==> src/rtl/mem_burst_reader_if.sv <==
// Command, RAM-master and read-stream signals of mem_burst_reader.
// slave is the burst engine side, master the side that drives it.
interface mem_burst_reader_if #(
  parameter int WORDS = 256,
  parameter int WIDTH = 8
);
  localparam int AW = $clog2(WORDS);

  logic             start;
  logic             op;
  logic [AW-1:0]    start_addr;
  logic [AW:0]      len;
  logic [WIDTH-1:0] fill_data;
  logic             busy;
  logic             done;
  logic [AW-1:0]    mem_addr;
  logic             mem_wen;
  logic [WIDTH-1:0] mem_wdata;
  logic [WIDTH-1:0] mem_rdata;
  logic             out_valid;
  logic [WIDTH-1:0] out_data;
  logic             out_last;
  logic             out_ready;

  modport slave (
    input  start, op, start_addr, len, fill_data,
    input  mem_rdata, out_ready,
    output busy, done,
    output mem_addr, mem_wen, mem_wdata,
    output out_valid, out_data, out_last
  );

  modport master (
    output start, op, start_addr, len, fill_data,
    output mem_rdata, out_ready,
    input  busy, done,
    input  mem_addr, mem_wen, mem_wdata,
    input  out_valid, out_data, out_last
  );
endinterface

==> src/rtl/mem_burst_reader.sv <==
// Burst engine for a 1-cycle-latency single-port RAM: streams a
// read burst through a 3-entry FIFO or fills a range with a constant.
module mem_burst_reader #(
  parameter int WORDS = 256,
  parameter int WIDTH = 8
) (
  input  logic               clk,
  input  logic               rst_n,
  mem_burst_reader_if.slave  bus
);
  localparam int AW = $clog2(WORDS);
  localparam int LW = AW + 1;

  typedef enum logic [2:0] {
    IDLE,
    READ,
    FILL,
    FLUSH,
    DONE
  } state_t;

  state_t           state_q;
  logic             busy_q;
  logic             done_q;
  logic [AW-1:0]    mem_addr_q;
  logic             mem_wen_q;
  logic [WIDTH-1:0] mem_wdata_q;
  logic [LW-1:0]    rem_q;

  logic             rd_en_q;
  logic             rd_last_q;
  logic             rv_q;
  logic             rv_last_q;

  logic [WIDTH-1:0] fifo_data_q [3];
  logic             fifo_last_q [3];
  logic [1:0]       wr_ptr_q;
  logic [1:0]       rd_ptr_q;
  logic [1:0]       count_q;
  logic [1:0]       count_d;

  logic             pop;
  logic             push;
  logic [2:0]       occ;
  logic             issue_ok;

  function automatic logic [1:0] ptr_inc(input logic [1:0] p);
    return (p == 2'd2) ? 2'd0 : p + 2'd1;
  endfunction

  // A read may issue next cycle only if every word already owed
  // to the FIFO, plus that read, still fits in three entries.
  always_comb begin
    pop      = (count_q != 2'd0) && bus.out_ready;
    push     = rv_q;
    count_d  = count_q + {1'b0, push} - {1'b0, pop};
    occ      = {1'b0, count_d} + {2'b00, rd_en_q};
    issue_ok = (rem_q != '0) && (occ < 3'd3);
  end

  always_ff @(posedge clk or negedge rst_n) begin
    if (!rst_n) begin
      state_q     <= IDLE;
      busy_q      <= 1'b0;
      done_q      <= 1'b0;
      mem_addr_q  <= '0;
      mem_wen_q   <= 1'b0;
      mem_wdata_q <= '0;
      rem_q       <= '0;
      rd_en_q     <= 1'b0;
      rd_last_q   <= 1'b0;
      rv_q        <= 1'b0;
      rv_last_q   <= 1'b0;
      wr_ptr_q    <= '0;
      rd_ptr_q    <= '0;
      count_q     <= '0;
      for (int i = 0; i < 3; i++) begin
        fifo_data_q[i] <= '0;
        fifo_last_q[i] <= 1'b0;
      end
    end else begin
      rv_q      <= rd_en_q;
      rv_last_q <= rd_last_q;
      rd_en_q   <= 1'b0;
      rd_last_q <= 1'b0;
      done_q    <= 1'b0;
      count_q   <= count_d;

      if (push) begin
        fifo_data_q[wr_ptr_q] <= bus.mem_rdata;
        fifo_last_q[wr_ptr_q] <= rv_last_q;
        wr_ptr_q              <= ptr_inc(wr_ptr_q);
      end
      if (pop) begin
        rd_ptr_q <= ptr_inc(rd_ptr_q);
      end

      unique case (state_q)
        IDLE: begin
          if (bus.start) begin
            busy_q <= 1'b1;
            if (bus.len == '0) begin
              state_q <= DONE;
              done_q  <= 1'b1;
            end else begin
              mem_addr_q <= bus.start_addr;
              rem_q      <= bus.len - LW'(1);
              if (bus.op) begin
                state_q     <= FILL;
                mem_wen_q   <= 1'b1;
                mem_wdata_q <= bus.fill_data;
              end else begin
                state_q   <= READ;
                rd_en_q   <= 1'b1;
                rd_last_q <= (bus.len == LW'(1));
              end
            end
          end
        end
        READ: begin
          if (rem_q == '0) begin
            state_q <= FLUSH;
          end else if (issue_ok) begin
            rd_en_q    <= 1'b1;
            rd_last_q  <= (rem_q == LW'(1));
            mem_addr_q <= mem_addr_q + AW'(1);
            rem_q      <= rem_q - LW'(1);
          end
        end
        FILL: begin
          if (rem_q == '0) begin
            mem_wen_q <= 1'b0;
            state_q   <= DONE;
            done_q    <= 1'b1;
          end else begin
            mem_addr_q <= mem_addr_q + AW'(1);
            rem_q      <= rem_q - LW'(1);
          end
        end
        FLUSH: begin
          if (pop && fifo_last_q[rd_ptr_q]) begin
            state_q <= DONE;
            done_q  <= 1'b1;
          end
        end
        DONE: begin
          state_q <= IDLE;
          busy_q  <= 1'b0;
        end
        default: begin
          state_q <= IDLE;
          busy_q  <= 1'b0;
        end
      endcase
    end
  end

  assign bus.busy      = busy_q;
  assign bus.done      = done_q;
  assign bus.mem_addr  = mem_addr_q;
  assign bus.mem_wen   = mem_wen_q;
  assign bus.mem_wdata = mem_wdata_q;
  assign bus.out_valid = (count_q != 2'd0);
  assign bus.out_data  = fifo_data_q[rd_ptr_q];
  assign bus.out_last  = (count_q != 2'd0) && fifo_last_q[rd_ptr_q];
endmodule

==> src/flat_wrapper.sv <==
// flat-port wrapper written by rule: the top's interface ports become plain ports
module mem_burst_reader_flat 
#(
  parameter int WORDS = 256,
  parameter int WIDTH = 8
)
  (clk, rst_n, bus_start, bus_op, bus_start_addr, bus_len, bus_fill_data, bus_mem_rdata, bus_out_ready, bus_busy, bus_done, bus_mem_addr, bus_mem_wen, bus_mem_wdata, bus_out_valid, bus_out_data, bus_out_last);
  mem_burst_reader_if #(.WORDS(WORDS), .WIDTH(WIDTH)) bus_i ();
  input  logic clk;
  input  logic rst_n;
  input wire logic [$bits(bus_i.start)-1:0] bus_start;
  input wire logic [$bits(bus_i.op)-1:0] bus_op;
  input wire logic [$bits(bus_i.start_addr)-1:0] bus_start_addr;
  input wire logic [$bits(bus_i.len)-1:0] bus_len;
  input wire logic [$bits(bus_i.fill_data)-1:0] bus_fill_data;
  input wire logic [$bits(bus_i.mem_rdata)-1:0] bus_mem_rdata;
  input wire logic [$bits(bus_i.out_ready)-1:0] bus_out_ready;
  output wire logic [$bits(bus_i.busy)-1:0] bus_busy;
  output wire logic [$bits(bus_i.done)-1:0] bus_done;
  output wire logic [$bits(bus_i.mem_addr)-1:0] bus_mem_addr;
  output wire logic [$bits(bus_i.mem_wen)-1:0] bus_mem_wen;
  output wire logic [$bits(bus_i.mem_wdata)-1:0] bus_mem_wdata;
  output wire logic [$bits(bus_i.out_valid)-1:0] bus_out_valid;
  output wire logic [$bits(bus_i.out_data)-1:0] bus_out_data;
  output wire logic [$bits(bus_i.out_last)-1:0] bus_out_last;
  assign bus_i.start = bus_start;
  assign bus_i.op = bus_op;
  assign bus_i.start_addr = bus_start_addr;
  assign bus_i.len = bus_len;
  assign bus_i.fill_data = bus_fill_data;
  assign bus_i.mem_rdata = bus_mem_rdata;
  assign bus_i.out_ready = bus_out_ready;
  assign bus_busy = bus_i.busy;
  assign bus_done = bus_i.done;
  assign bus_mem_addr = bus_i.mem_addr;
  assign bus_mem_wen = bus_i.mem_wen;
  assign bus_mem_wdata = bus_i.mem_wdata;
  assign bus_out_valid = bus_i.out_valid;
  assign bus_out_data = bus_i.out_data;
  assign bus_out_last = bus_i.out_last;
  mem_burst_reader #(.WORDS(WORDS), .WIDTH(WIDTH)) u_core (.clk(clk), .rst_n(rst_n), .bus(bus_i));
endmodule
==> config.mk <==
export PLATFORM = sky130hd
export DESIGN_NAME = mem_burst_reader_flat
export DESIGN_NICKNAME = d
export VERILOG_FILES = /design/src/rtl/mem_burst_reader_if.sv /design/src/rtl/mem_burst_reader.sv /design/src/flat_wrapper.sv
export SDC_FILE = /design/constraint.sdc
export NUM_CORES = 1
export LEC_CHECK = 0
export ABC_AREA = 1
export CAP_MARGIN = 20
export CELL_PAD_IN_SITES_DETAIL_PLACEMENT = 1
export CELL_PAD_IN_SITES_GLOBAL_PLACEMENT = 1
export CORE_MARGIN = 2
export CORE_UTILIZATION = 39
export CTS_CLUSTER_DIAMETER = 150
export DETAILED_ROUTE_END_ITERATION = 10
export HOLD_SLACK_MARGIN = 0.05
export PLACE_DENSITY_LB_ADDON = 0.1
export SYNTH_ARGS = -nofsm -noshare
export SYNTH_HDL_FRONTEND = slang
export SYNTH_SLANG_ARGS = --single-unit
==> constraint.sdc <==
create_clock -name clk -period 2.74 [get_ports clk]
set_clock_uncertainty 0.05 [all_clocks]
set_input_delay 0.274 -clock clk [delete_from_list [all_inputs] [get_ports clk]]
set_output_delay 0.274 -clock clk [all_outputs]
set_load 0.03 [all_outputs]
# Word level (Yosys, flattened, before mapping)
# Index checks and enable logic that the tools add are counted.
op_classes:
  addsub: 8
  order_cmp: 4
  n_eq_ne: 16
  muxes: 57
  bitwise: 4
  n_reduce_logical: 18
ops:
  columns: ["cell", "count"]
  rows:
  - ["$mux W8", 8]
  - ["$mux W9", 5]
  - ["$pmux W9 S3", 1]
  - ["$bwmux W24", 1]
  - ["$pmux W8 S3", 1]
  - ["$mux W1", 22]
  - ["$eq A9 B1 Y1 const B", 2]
  - ["$logic_not A9 Y1", 2]
  - ["$sub A9 B1 Y9 const B", 2]
  - ["$bmux W8 S2", 1]
  - ["$demux W8 S2", 1]
  - ["$mux W3", 5]
  - ["$pmux W3 S4", 1]
  - ["$ne A2 B2 Y1 const B", 5]
  - ["$reduce_bool A9 Y1", 1]
  - ["$add A8 B1 Y8 const B", 1]
  - ["$ne A2 B1 Y1 const B", 4]
  - ["$pmux W1 S2", 4]
  - ["$reduce_and A4 Y1", 2]
  - ["$eq A3 B2 Y1 const B", 2]
  - ["$ge A3 B3 Y1 const B", 2]
  - ["$mux W2", 3]
  - ["$not A2 Y3", 2]
  - ["$reduce_and A6 Y1", 1]
  - ["other kinds (20)", 28]
totals:
  ff_bits: 68
  inputBits: 38
  wordCells: 127

# Logic depth before layout (Yosys ltp)
depth:
  word_depth: 9
  ltp_mapped: 14

# Least setup slack after synthesis
# No wires, ideal clock.
synth_path:
  path_kind: "reg2reg"
  start: "register u_core.count_q[1]"
  end: "register u_core.mem_addr_q[5] (netlist: u_core.bus.mem_addr[5])"
  setup_ps: 116
  t_arrival_ps: 2318
  required_time_ps: 2574
  setup_slack_ps: 257
  path_stages_with_launch: 14
  n_path_buf: 1
  period_less_slack_ps: 2483
  path_cell_list: "dfrtp_1 o21a_1 ha_1 inv_1 ha_1 ha_1 ha_1 a21oi_1 nand2_2 nand2_4 nand3_4 buf_8 nand2_1 nand2_2"
synth_via:
  elab_chain_cells: 8
  elab_cells_between_ends: 9
  classes_between: "add/sub (3); order compare (1); eq/ne (1); reduce/logical (4)"
synth_lines:
  columns: ["item", "line", "text"]
  rows:
  - ["start, declared", "mem_burst_reader.sv:39", "logic [1:0] count_q;"]
  - ["start signal, assigned", "mem_burst_reader.sv:87", "count_q <= count_d;"]
  - ["$reduce_bool A2 Y1", "mem_burst_reader.sv:54", "pop = (count_q != 2'd0) && bus.out_ready;"]
  - ["$logic_and A1 B1 Y1", "mem_burst_reader.sv:54", null]
  - ["named net u_core.pop", "mem_burst_reader.sv:42", "logic pop;"]
  - ["$sub A2 B1 Y2", "mem_burst_reader.sv:56", "count_d = count_q + {1'b0, push} - {1'b0, pop};"]
  - ["named net u_core.count_d[0]", "mem_burst_reader.sv:40", "logic [1:0] count_d;"]
  - ["$add A2 B1 Y3", "mem_burst_reader.sv:57", "occ = {1'b0, count_d} + {2'b00, rd_en_q};"]
  - ["$lt A3 B2 Y1", "mem_burst_reader.sv:58", "issue_ok = (rem_q != '0) && (occ < 3'd3);"]
  - ["$logic_and A1 B1 Y1", "mem_burst_reader.sv:58", null]
  - ["$ne A2 B1 Y1 (no source line)", null, null]
  - ["$reduce_and A6 Y1 (no source line)", null, null]
  - ["end signal, assigned", "mem_burst_reader.sv:106", "mem_addr_q <= bus.start_addr;"]
  - ["end signal, assigned", "mem_burst_reader.sv:126", "mem_addr_q <= mem_addr_q + AW'(1);"]
  - ["end signal, assigned", "mem_burst_reader.sv:136", "mem_addr_q <= mem_addr_q + AW'(1);"]
  - ["end, declared", "mem_burst_reader.sv:25", "logic [AW-1:0] mem_addr_q;"]
# The timed path passes the listed nets, and every way through them passes these cells.
# A chain may end at the register's enable or synchronous reset.

# Worst setup path after layout
layout_path:
  start: "register u_core.count_q[1]"
  end: "register u_core.mem_addr_q[0] (netlist: u_core.bus.mem_addr[0])"
# The elaborated chain is that of the path after synthesis.

==> out/results.ini <==
[synth]
synth-simple-area-share_pct=35.1
syn_avg_cell_area_um2=7.88
ys_ff_latch=68
synthCells=501
synth_fa_ha_area_share_pct=3.49
synth_top_flop_cell=dfrtp_1
syn_area_um2=3950
synthDistinctLibCells=38
synth_top_family_by_area=simple AND/OR/NAND/NOR gates
ys_warn_count=0
synth-edff-count=0
seq_area_frac_synth_pct=43.1
synth_xor_area_share_pct=1.33
synth_compound_area_share_pct=9.51
syn_nets=550
ys_async_sr_fraction_pct=100
synth_mux_area_share_pct=0

[timing]
rsz0062_at_grt=false
setup_ws_ps=114
min_period_ps=2630
hold_viol=0
setup_viol=0
post-route-period-util_pct=95.8
hold_slack_ps=50.2
fmax_mhz=381
finalSetupTns_ps=0
slew_violations=0
tightest_slew_ps=870
relSlewSlack_pct=42.0

[die]
ios=67
die_area_um2=10900
die_w_um=105
core_area_um2=9820
start_util_pct=40.2
rows=36
dieHeight_um=105

[clock_network]
clockRootBuffer=clkbuf_8
cts_buffer_depth=2
cts_htree_levels=3
cts_tree=built
postCtsSetupBuffers=0
path_clk_slew_ps=80
clock_latency_ps=340
cts_buffers=9
ctsHoldBuffers=0
ctsResizeCount=0
cts.sinks=68

[power]
static-leakage-power_uw=0.00247
peakVddDrop_v=0.000551
finalPower_uw=6590
powerDensity_nw_per_um2=1330

[critical_path]
endpoint_kind=register
worst_ep_arrival_time_ps=2860
crit_path_top_delay_cell=dfrtp_1
path_cells=o21a_1, ha_1, inv_1, ha_1, ha_1, ha_1, a21oi_2, nand2_2, nand2_4, nand2_4, nor2_8, buf_12, nand2_1, nand2_1
slowest_delay_ps=410
cpLargestDelayFamily=adder cells
start_kind=register
required_ps=2970
criticalPathCategory=reg2reg
crit_top_cell=ha_1
cp_max_fo=14
rrSetupSlack_ps=110
cp_num_buf_inv=2

[grt]
antenna_found_initial=0
groute.usage.overall_pct=19.0
grt_pass1_vias=3686
grt_overflow=0
grt_max_degree=69
grt_first_pass_wirelength_um=17100

[finish]
syn_to_final_growth_pct=26.0
drive_above_1_share_pct=15.8
fillCellCount=1250
final_common_cell=nand2_1
final_cell_mix=173 x nand2_1, 68 x dfrtp_1, 65 x clkdlybuf4s50_1
fin_cells=714
seq_area_um2=1700
multi_input_area_um2=1960
nets=625
antennaDiodeCount=0

[route]
ant_nets=0
drcViolationCount=0
routed_wl_um=9980
dr.pass1.iters=4
via_count=3452
wire_per_inst_um=14.0
drt_iter0_drc=112
viasPerCell=4.83

[job]
cap_violations=0

[worst_hold_path]
hold_class=in2async

[place]
preCtsSetupSlack_ps=-70.3
hpwl_um=7240
gp_congestion=0.781
place_inst=697
port_buffers=66

[run_status]
status=finished, final reports clean

[registers in the layout, indices dropped and copies added (netlist names), 2 cells and up]
signal and flops:
u_core.rem_q 9, u_core.bus.mem_wdata 8, u_core.bus.mem_addr 8, u_core.fifo_data_q 24, u_core.state_q 3, u_core.rd_ptr_q 2
u_core.fifo_last_q 3, u_core.count_q 2, u_core.wr_ptr_q 2
[synth_stat cells, types with 3 or more instances]
cell type    n  area, um2
nand3_1     37        185
nor2_1      23       86.3
o21ai_0     40        200
ha_1        11        138
nor2_2       8       50.1
nand4_1      4       25.0
nor2_4       3       33.8
nand2_4      7       78.8
nand2_1    173        649
clkbuf_1     3       11.3
xnor2_1      3       26.3
dfrtp_1     68       1700
o21bai_1     3       22.5
nand2_2     24        150
inv_1       49        184
o21ai_2      9       78.8
inv_2        5       18.8
nand3_2      3       30.0
xor2_1       3       26.3
[path summary, 6_finish.rpt]
path | from | end | cells after the start
max in group asynchronous | rst_n | u_core.bus.mem_addr[6] | 2
hold reg to reg | u_core.rd_last_q | u_core.rv_last_q | 0
setup / recovery | u_core.count_q[1] | u_core.bus.mem_addr[0] | 14
hold / removal | rst_n | u_core.rem_q[5] | 2
setup reg to reg | u_core.count_q[1] | u_core.bus.mem_addr[0] | 14
min in group clk | u_core.rd_last_q | u_core.rv_last_q | 0
[through the flow]
stage	util, %	area, um2
2_1_floorplan	-	3950
3_3_place_gp	48.3	4740
3_5_place_dp	48.3	4740
4_1_cts	50.5	4960
5_1_grt	50.6	4970
6_report	50.6	4970
[worst reg2reg max path: cells and delay by family, from the launching register on]
kind	cells	cell delay [ps]
adder cells (fa/ha/maj)	4	1060
AND/OR/NAND/NOR	6	490
flip-flops	1	410
AO/OA/AOI/OAI	2	360
buffers and inverters	2	200
[per-layer routing]
metal	track usage (%)	part of all wire (%)	vias to the layer above
li1	-	-	1729
met4	4.00	0.82	0
met5	0	0	-
met2	31.9	48	45
met3	3.99	3.2	8
met1	25.5	48	1670
[power by group]
part           switching [uW]  internal (uW)
combinational            2380           1450
sequential                384           1470
clock                     395            514
[cell families after synthesis]
| family | Yosys count |
|---|---|
| AOI/OAI and AO/OA | 62 |
| xor gates and xnor gates | 6 |
| adders and majority gates | 11 |
| buffers and inverters | 65 |
| DFF | 68 |
| and+or+nand+nor | 289 |
[layout make-up]
| type | instances | area share [%] |
|---|---|---|
| multi-input cells | 369 | 39.5 |
| repair buffers | 71 | 14.2 |
| clock inverters | 6 | 1.76 |
| inverters | 57 | 4.40 |
| flip-flops and latches | 68 | 34.2 |
| clock buffers | 10 | 2.57 |
| well taps | 133 | 3.35 |
No activity file was read; power rests on OpenSTA's default activity.
